`src/rtl/adrv9001_pkg.sv`:
```
// Shared constants for the ADRV9001 TX pattern generator and future PRBS checkers.
// Mode codes, generator state encoding and the PRBS15 feedback taps.
package adrv9001_pkg;

    localparam logic [1:0] MODE_RAMP  = 2'd0;
    localparam logic [1:0] MODE_PRBS  = 2'd1;
    localparam logic [1:0] MODE_CONST = 2'd2;

    typedef enum logic [1:0] {
        ST_IDLE = 2'd0,
        ST_RUN  = 2'd1,
        ST_DONE = 2'd2
    } state_t;

    // x^15 + x^14 + 1: feedback is s[14] ^ s[13]
    localparam logic [14:0] PRBS15_TAPS = 15'h6000;

endpackage

```
`src/rtl/adrv9001_prbs15_x16.sv`:
```
// Advances a Fibonacci PRBS15 LFSR by 16 steps and returns the 16 generated bits.
// Latency: combinational. Backpressure: none, the caller decides when to load next_state.
// Bit 15 of bits is the first bit generated.
module adrv9001_prbs15_x16
    import adrv9001_pkg::*;
(
    input  logic [14:0] state,
    output logic [14:0] next_state,
    output logic [15:0] bits
);

    always_comb begin
        logic [14:0] s;
        logic        nb;
        s    = state;
        nb   = 1'b0;
        bits = '0;
        for (int i = 0; i < 16; i++) begin
            nb          = ^(s & PRBS15_TAPS);
            s           = {s[13:0], nb};
            bits[15-i]  = nb;
        end
        next_state = s;
    end

endmodule

```
`src/rtl/adrv9001_axis_pattern_gen.sv`:
```
// AXI4-Stream source of ramp / PRBS15 / constant IQ samples for the ADRV9001 TX path.
// Latency: first sample one cycle after enable is sampled; one beat per clock when tready is high.
// Backpressure: tdata/tlast held while tvalid && !tready; tvalid only drops after a handshake.
module adrv9001_axis_pattern_gen
    import adrv9001_pkg::*;
#(
    parameter int          COUNT_WIDTH = 32,
    parameter logic [14:0] PRBS_SEED   = 15'h7FFF
) (
    input  logic                   clk,
    input  logic                   rstn,
    input  logic                   enable,
    input  logic [1:0]             mode,
    input  logic [15:0]            ramp_step,
    input  logic [31:0]            const_data,
    input  logic [COUNT_WIDTH-1:0] burst_len,
    output logic [31:0]            m_axis_tdata,
    output logic                   m_axis_tvalid,
    input  logic                   m_axis_tready,
    output logic                   m_axis_tlast,
    output logic                   busy,
    output logic                   done,
    output logic [COUNT_WIDTH-1:0] beat_count
);

    // An all-zero seed would lock the LFSR up
    localparam logic [14:0] SEED = (PRBS_SEED == 15'd0) ? 15'h0001 : PRBS_SEED;

    state_t                 state;
    state_t                 state_next;
    logic [1:0]             mode_q;
    logic [15:0]            step_q;
    logic [31:0]            const_q;
    logic [COUNT_WIDTH-1:0] burst_q;
    logic [15:0]            ramp_i;
    logic [14:0]            lfsr;
    logic                   stop_req;

    logic                   accept;
    logic [14:0]            prbs_state;
    logic [14:0]            prbs_next;
    logic [15:0]            prbs_bits;
    logic [1:0]             mode_src;
    logic [15:0]            i_src;
    logic [31:0]            const_src;
    logic [31:0]            sample;
    logic [COUNT_WIDTH-1:0] count_inc;
    logic                   start_last;
    logic                   next_last;

    assign accept = m_axis_tvalid && m_axis_tready;
    assign busy   = (state == ST_RUN);

    adrv9001_prbs15_x16 u_prbs (
        .state      (prbs_state),
        .next_state (prbs_next),
        .bits       (prbs_bits)
    );

    always_comb begin
        state_next = state;
        case (state)
            ST_IDLE: if (enable) state_next = ST_RUN;
            ST_RUN: begin
                if (accept) begin
                    if (m_axis_tlast)              state_next = ST_DONE;
                    else if (!enable || stop_req)  state_next = ST_IDLE;
                end
            end
            ST_DONE: if (!enable) state_next = ST_IDLE;
            default: state_next = ST_IDLE;
        endcase
    end

    // In IDLE the first sample is built from the live inputs being latched this cycle
    always_comb begin
        prbs_state = SEED;
        mode_src   = mode;
        i_src      = 16'h0000;
        const_src  = const_data;
        if (state == ST_RUN) begin
            prbs_state = lfsr;
            mode_src   = mode_q;
            i_src      = ramp_i + step_q;
            const_src  = const_q;
        end
        case (mode_src)
            MODE_RAMP: sample = {i_src, 16'h0000 - i_src};
            MODE_PRBS: sample = {prbs_bits, ~prbs_bits};
            default:   sample = const_src;
        endcase
    end

    assign count_inc  = (&beat_count) ? beat_count : beat_count + COUNT_WIDTH'(1);
    assign start_last = (burst_len == COUNT_WIDTH'(1));
    // The beat presented after this acceptance is number beat_count+2
    assign next_last  = (burst_q != '0) &&
                        (({1'b0, beat_count} + (COUNT_WIDTH+1)'(2)) == {1'b0, burst_q});

    always_ff @(posedge clk or negedge rstn) begin
        if (!rstn) begin
            state         <= ST_IDLE;
            m_axis_tdata  <= '0;
            m_axis_tvalid <= 1'b0;
            m_axis_tlast  <= 1'b0;
            done          <= 1'b0;
            beat_count    <= '0;
            mode_q        <= MODE_RAMP;
            step_q        <= '0;
            const_q       <= '0;
            burst_q       <= '0;
            ramp_i        <= '0;
            lfsr          <= SEED;
            stop_req      <= 1'b0;
        end else begin
            state <= state_next;
            done  <= 1'b0;
            case (state)
                ST_IDLE: begin
                    if (enable) begin
                        mode_q        <= mode;
                        step_q        <= ramp_step;
                        const_q       <= const_data;
                        burst_q       <= burst_len;
                        beat_count    <= '0;
                        ramp_i        <= 16'h0000;
                        lfsr          <= prbs_next;
                        m_axis_tdata  <= sample;
                        m_axis_tvalid <= 1'b1;
                        m_axis_tlast  <= start_last;
                        stop_req      <= 1'b0;
                    end
                end
                ST_RUN: begin
                    if (!enable) stop_req <= 1'b1;
                    if (accept) begin
                        beat_count <= count_inc;
                        if (state_next == ST_RUN) begin
                            ramp_i       <= i_src;
                            lfsr         <= prbs_next;
                            m_axis_tdata <= sample;
                            m_axis_tlast <= next_last;
                        end else begin
                            m_axis_tvalid <= 1'b0;
                            m_axis_tlast  <= 1'b0;
                            done          <= (state_next == ST_DONE);
                        end
                    end
                end
                default: ;
            endcase
        end
    end

endmodule

```
`config.mk`:
```
export PLATFORM = sky130hd
export DESIGN_NAME = adrv9001_axis_pattern_gen
export DESIGN_NICKNAME = d
export VERILOG_FILES = /design/src/rtl/adrv9001_pkg.sv /design/src/rtl/adrv9001_prbs15_x16.sv /design/src/rtl/adrv9001_axis_pattern_gen.sv
export SDC_FILE = /design/constraint.sdc
export NUM_CORES = 1
export LEC_CHECK = 0
export BUFFER_PORTS_ARGS = -buffer_cell sky130_fd_sc_hd__buf_2
export CORE_ASPECT_RATIO = 0.6
export CORE_UTILIZATION = 40
export DETAILED_ROUTE_END_ITERATION = 8
export PLACE_DENSITY = 0.69
export SETUP_SLACK_MARGIN = 0.05
export SYNTH_ARGS = -nofsm -noshare
export SYNTH_HDL_FRONTEND = slang
export SYNTH_SLANG_ARGS = --single-unit
export TNS_END_PERCENT = 20
```
`constraint.sdc`:
```
create_clock -name clk -period 3.9 [get_ports clk]
set_clock_uncertainty 0.1 [all_clocks]
set_input_delay 0.195 -clock clk [delete_from_list [all_inputs] [get_ports clk]]
set_output_delay 0.195 -clock clk [all_outputs]
set_load 0.02 [all_outputs]
```
# Word level (Yosys, flattened, before mapping)
# Index checks and enable logic that the tools add are counted.
dict set report totals {
  regBits 183
  input_bits 86
  out_inout_bits 68
  wordCells 103
}
dict set report op_classes {
  n_addsub 4
  muxes 41
  bitwise_logic 1
  reduce_logical 31
  eq_ne 13
}
# cell count
set ops {}
lappend ops {{$reduce_xor A15 Y1} 16}
lappend ops {{$mux W32} 7}
lappend ops {{$pmux W32 S2} 3}
lappend ops {{$mux W16} 4}
lappend ops {{$mux W15} 4}
lappend ops {{$add A32 B2 Y33 const B} 1}
lappend ops {{$eq A33 B32 Y1} 1}
lappend ops {{$add A32 B1 Y32 const B} 1}
lappend ops {{$eq A32 B1 Y1 const B} 1}
lappend ops {{$pmux W16 S2} 1}
lappend ops {{$reduce_and A32 Y1} 1}
lappend ops {{$reduce_bool A32 Y1} 1}
lappend ops {{$pmux W15 S2} 1}
lappend ops {{$add A16 B16 Y16} 1}
lappend ops {{$not A16 Y16} 1}
lappend ops {{$sub A1 B16 Y16 const A} 1}
lappend ops {{$mux W2} 6}
lappend ops {{$reduce_and A4 Y1} 3}
lappend ops {{$mux W1} 11}
lappend ops {{$ne A2 B2 Y1 const B} 4}
lappend ops {{$eq A2 B1 Y1 const B} 3}
lappend ops {{$pmux W1 S2} 3}
lappend ops {{$pmux W2 S3} 1}
lappend ops {{$reduce_and A3 Y1} 2}
lappend ops {{other kinds (8)} 12}

# Longest topological paths before layout
dict set report logic_depth {
  depth_word 10
  ltp_mapped 13
  ltp_nobuf 11
}

# Modules after synthesis
# Synthesis repeated with hierarchy kept, for this count alone.
dict set report hier_totals {
  cells_unflattened 1277
  hier_area_um2 10528.8
}
# module area_per_inst_um2 seq_area_each_um2 instances cells_per_inst
set by_module_without_submodules {}
lappend by_module_without_submodules {adrv9001_axis_pattern_gen 10261.1 4598.2 1 1246}
lappend by_module_without_submodules {adrv9001_prbs15_x16 267.8 0.0 1 31}

# Worst setup path before layout
# Ideal clock, no wire load.
dict set report synth_timing {
  path_kind {reg-to-reg}
  from {register step_q[0]}
  to {register m_axis_tdata[12]}
  t_arrival_ps 2951
  setup_ps 141
  path_stages_with_launch 12
  path_buffers 0
  required_time_ps 3659
  period_less_slack_ps 3193
  setup_slack_ps 707
  cell_sequence {dfrtp_1 ha_1 fa_1 a21o_1 a21oi_1 mux2i_1 o2111a_2 nand2_1 or3_4 or3_1 nand3_1 a31oi_1}
}
dict set report synth_between {
  elab_chain_len 7
  word_cells_on_any_way 8
  cone_classes {2 x add/sub; 6 x mux}
}
# element line
set synth_lines {}
lappend synth_lines {{start, declared} adrv9001_axis_pattern_gen.sv:32} ;# logic [15:0] step_q;
lappend synth_lines {{start signal, assigned} adrv9001_axis_pattern_gen.sv:122} ;# step_q <= ramp_step;
lappend synth_lines {{$add A16 B16 Y16 (*)} adrv9001_axis_pattern_gen.sv:84} ;# i_src = ramp_i + step_q;
lappend synth_lines {{$mux W16 (*)} adrv9001_axis_pattern_gen.sv:81} ;# if (state == ST_RUN) begin
lappend synth_lines {{$sub A1 B16 Y16 (*)} adrv9001_axis_pattern_gen.sv:88} ;# MODE_RAMP: sample = {i_src, 16'h0000 - i_src};
lappend synth_lines {{$pmux W32 S2 (*)} adrv9001_axis_pattern_gen.sv:87} ;# case (mode_src)
lappend synth_lines {{$mux W32} adrv9001_axis_pattern_gen.sv:138} ;# if (state_next == ST_RUN) begin
lappend synth_lines {{$mux W32} adrv9001_axis_pattern_gen.sv:136} ;# if (accept) begin
lappend synth_lines {{$pmux W32 S2 (*)} adrv9001_axis_pattern_gen.sv:118} ;# case (state)
lappend synth_lines {{end signal, assigned} adrv9001_axis_pattern_gen.sv:128} ;# m_axis_tdata <= sample;
lappend synth_lines {{end signal, assigned} adrv9001_axis_pattern_gen.sv:141} ;# m_axis_tdata <= sample;
lappend synth_lines {{end, declared} adrv9001_axis_pattern_gen.sv:17} ;# output logic [31:0] m_axis_tdata,
# Every way passes the cells marked *; elsewhere a longest branch is shown, timed or not. The select of a mux whose other input is x is not followed.
# A chain may end at the register's enable or synchronous reset.

# Worst setup path after layout
dict set report layout_timing {
  from {register beat_count[2]}
  to {register m_axis_tlast}
}
dict set report layout_between {
  elab_chain_len 6
}
# element line
set layout_lines {}
lappend layout_lines {{start, declared} adrv9001_axis_pattern_gen.sv:23} ;# output logic [COUNT_WIDTH-1:0] beat_count
lappend layout_lines {{start signal, assigned} adrv9001_axis_pattern_gen.sv:137} ;# beat_count <= count_inc;
lappend layout_lines {{$add A32 B2 Y33} adrv9001_axis_pattern_gen.sv:98} ;# (({1'b0, beat_count} + (COUNT_WIDTH+1)'(2)) == {1'b0, burst_q});
lappend layout_lines {{$eq A33 B32 Y1} adrv9001_axis_pattern_gen.sv:98}
lappend layout_lines {{$logic_and A1 B1 Y1} adrv9001_axis_pattern_gen.sv:97} ;# assign next_last = (burst_q != '0) &&
lappend layout_lines {{$mux W1} adrv9001_axis_pattern_gen.sv:138}
lappend layout_lines {{$mux W1} adrv9001_axis_pattern_gen.sv:136}
lappend layout_lines {{$pmux W1 S2} adrv9001_axis_pattern_gen.sv:118}
lappend layout_lines {{end signal, assigned} adrv9001_axis_pattern_gen.sv:130} ;# m_axis_tlast <= start_last;
lappend layout_lines {{end signal, assigned} adrv9001_axis_pattern_gen.sv:142} ;# m_axis_tlast <= next_last;
lappend layout_lines {{end, declared} adrv9001_axis_pattern_gen.sv:20} ;# output logic m_axis_tlast,
# Every way passes these cells. The select of a mux whose other input is x is not followed.

==> results.md <==
* Pre-CTS WS at 0.4085 ns
* H-tree Lvls at 4
* CP endpoint kind: flop
* Syn_nets at about 1400
* Clock tree buffer depth at 2
* Fmax at 278.5 MHz
* Placed wire-length estimate at 24460 um
* Crit path max-delay cell type: nor4_2
* Effective utilization at floorplan at 0.4103
* RSZ-0062 raised after global routing: no
* Yosys warnings at 0
* Cell count after synthesis at ~1300
* Number of synthesized register bits at about 180
* Final Worst Setup Slack at about 0.31 ns
* Final #Nets at 1565
* CP Cell Sequence: ha_1 -> nand3_1 -> nor4_2 -> and4_1 -> nand4_1 -> xnor2_1 -> a2111oi_0 -> o2111ai_1 -> o21ai_1
* Post-synth cell types at between 70 and 80
* Post-detailed-route count of antenna-violating nets at 0
* Fraction of layout cells with a size suffix above 1 at 0.1677
* Final Hold Violating Endpoints at 0
* Layout Utilization at 0.5087
* Cell internal pwr at roughly 0.0054 W
* CTS Hold Bufs at 84
* Switching fraction of total power at 0.4701
* Multi-input gate area at around 5500 sq um
* Final RePlAce weighted congestion at 0.9085
* Max rail drop VDD at 362.4 uV
* Largest net degree at the start of global routing at 86
* Power per Cell Area at approximately 790 nW/um^2
* Area grow syn2layout at 23.98%
* Core footprint at 25510 sq um
* Detailed Routing Iterations Pass 1 at 6
* Antenna cells at 0
* Setup TNS Final at 0 ns
* Status: complete, no violations
* CTS tree: built
* Top FF cell, synth: dfrtp_1
* Async SR Flop Fraction at 1.000
* Seq/Total Area, Yosys at 0.4394
* CP required at roughly 4.2 ns
* CTS Buf Count at 17
* Number of enable flip-flop cells after synthesis at 0
* Via count at between 9000 and 10000
* Cell Area, Synth at between 10000 and 15000 sq um
* Final worst-path cycle share at 0.9205
* Fill count at roughly 2400
* Via density at 5.432
* Clock sink total at between 150 and 200
* Die area at 26830 sq um
* Final Slew Violations at 0
* Crit Path Max Fanout at 7
* Comb power frac at 0.507
* Total setup buffers inserted after CTS at 0
* Clock Latency Late Sink at between 0.4 and 0.5 ns
* Slew headroom at 0.3562
* Clock network fraction of total power at 0.174
* Die width at 210.8 um
* First-pass GRT wire length at between 50000 and 60000 um
* WS Path Type: flop to flop
* Max stage delay on crit path at 0.80 ns
* Die Span Y at 127.3 um
* Worst Tran Pin Value at between 0.9 and 1 ns
* Storage cell area at 4598 sq um
* Minimum clock period after layout at 3.590 ns
* Startpoint type of the worst setup path: flop
* Count of final setup violators at 0
* Max Cap Viol at 0
* Root buffer cell: clkbuf_16
* Seq pwr share at 0.318
* Sw power at 0.004834 W
* Buffers on Ports at about 150
* Wire length per cell at roughly 19 um
* CP top delay family: simple AND/OR/NAND/NOR gates
* Final WL at about 34000 um
* Gr ovfl total at 0
* Syn avg cell area at ~8.3 sq um
* All-Layer GR Usage at 0.2642
* Post-detailed-route DRC marker count at 0
* Num ports at 154
* Clock-pin slew on the worst setup and hold paths at roughly 0.08 ns
* Arr. time, crit path at roughly 3.9 ns
* Initial antenna violation count at 0
* CTS resizes at 0
* # rows at 45
* Vias in the first global route at between 9000 and 10000
* Hold WC Path Type: primary input to flop
* Crit path buffers/inverters at 0
* DRT iter0 DRCs at around 1000
* Cell leakage power at 6.074 nW
[worst paths after layout]
check / slack [ns] / cells after the start / from / to
max: 0.31 / 9 / beat_count[2] / m_axis_tlast
min: 0.03 / 3 / mode[1] / mode_q[1]
max reg2reg: 0.31 / 9 / beat_count[2] / m_axis_tlast
min reg2reg: 0.38 / 2 / const_q[2] / const_q[2]
max in group asynchronous: 2.38 / 3 / rstn / ramp_i[5]
min in group asynchronous: 0.23 / 2 / rstn / beat_count[7]
[layer usage]
| layer | up-vias | wire length, um | GRT usage |
|---|---|---|---|
| met5 | - | 0 | 0 |
| met4 | 0 | 440 | 0.06351 |
| met3 | 35 | 3611 | 0.08432 |
| met2 | 433 | 13400 | 0.3514 |
| met1 | 4744 | 16430 | 0.4064 |
| li1 | 4701 | - | - |
[worst min-delay path, cell delays in order]
cell and delay, ns:
buf_2 0.21, nand2_1 0.09, nand2_1 0.05
[flip-flops by register name, indices dropped and copies added, names as in the netlist, 2 cells and up]
register      flops
ramp_i           16
const_q          32
m_axis_tdata     32
lfsr             15
step_q           16
beat_count       32
state             2
mode_q            2
burst_q          32
[layout by cell type, fill, tap and decap left out, types with 4 or more instances in the layout]
cell type and instances:
nand3_1 28, and4_1 5, a21o_1 4, a21oi_1 73
dlygate4sd3_1 84, inv_8 4, o31ai_1 10, and2_1 7
inv_1 12, a31oi_1 13, o211ai_1 5, and3_1 4
xnor2_1 55, nand2_1 381, a2111oi_0 7, buf_4 20
a221oi_1 12, xor2_1 43, o21ai_0 52, o22ai_1 11
buf_2 152, mux2i_1 18, ha_1 18, dfrtp_1 168
clkbuf_16 17, or3_1 13, nand4_1 18, nor4_1 22
nor3_1 12, dfstp_2 15, nand2b_1 11, nor2_1 100
[area by class of cell]
class / count / area share
inverter: 13 / 0.003761
sequential: 183 / 0.3544
multi-input combinational: 988 / 0.4251
timing repair buffer: 257 / 0.1359
clock buffer: 17 / 0.03279
tap: 352 / 0.03394
clock inverter: 15 / 0.01418
[logic make-up after synthesis]
| logic type | Yosys count | synth area share |
|---|---|---|
| and+or+nand+nor | 633 | 0.2704 |
| AOI/OAI and AO/OA | 218 | 0.1292 |
| DFF | 183 | 0.4394 |
| xor gates and xnor gates | 98 | 0.08202 |
| buffers and inverters | 84 | 0.03599 |
| muxes | 20 | 0.01949 |
| adders and majority gates | 19 | 0.02343 |
[Yosys cell counts, drive strengths merged (3+ instances only)]
master,n,area (sq um)
nor3,14,86.34
a31oi,13,81.33
a221oi,13,120.1
nor2b,3,18.77
o21ai,55,275.3
ha,18,225.2
or2,3,18.77
o21a,3,22.52
a211oi,4,35.03
and4,5,43.79
a2111oi,7,61.31
inv,13,48.79
nor4b,4,50.05
or3,14,92.59
dfstp,15,394.1
dfrtp,168,4204
nor4,25,183.9
o31ai,10,75.07
buf,21,137.6
and2,9,56.31
nand2b,13,81.33
xnor2,55,481.7
nand3,28,140.1
and3,4,25.02
nand4,18,112.6
a21o,4,30.03
o211ai,5,37.54
o2111ai,3,26.28
xor2,43,376.6
nand2,382,1434
clkbuf,50,190.2
a21oi,75,382.9
nor3b,3,27.52
nor2,101,379.1
mux2i,20,203.9
o22ai,11,68.82
[per-stage QoR]
| stage | cell area (sq um) | std cells | total power [W] | hold slack [ns] |
|---|---|---|---|---|
| final | 12970 | 1825 | 0.01028 | 0.02735 |
| after global routing | 12970 | 1825 | 0.01106 | 0.03677 |
| after CTS | 12970 | 1825 | 0.01023 | 0.003694 |
| after detailed placement | 11520 | 1709 | 0.008337 | 0.1881 |
| after global placement | 11520 | 1709 | 0.008247 | 0.1861 |
| after floorplan | 10470 | 1255 | 0.006772 | -0.2006 |
[power groups by stage]
stage	logic, W	clock network (W)	registers [W]
2_1_floorplan	0.00344	0	0.00333
3_3_place_gp	0.00497	0	0.00328
3_5_place_dp	0.00504	0	0.00330
4_1_cts	0.00514	0.00183	0.00326
5_1_grt	0.00577	0.00192	0.00337
6_report	0.00522	0.00179	0.00327
Note: power is estimated with default switching activity, not from simulation.
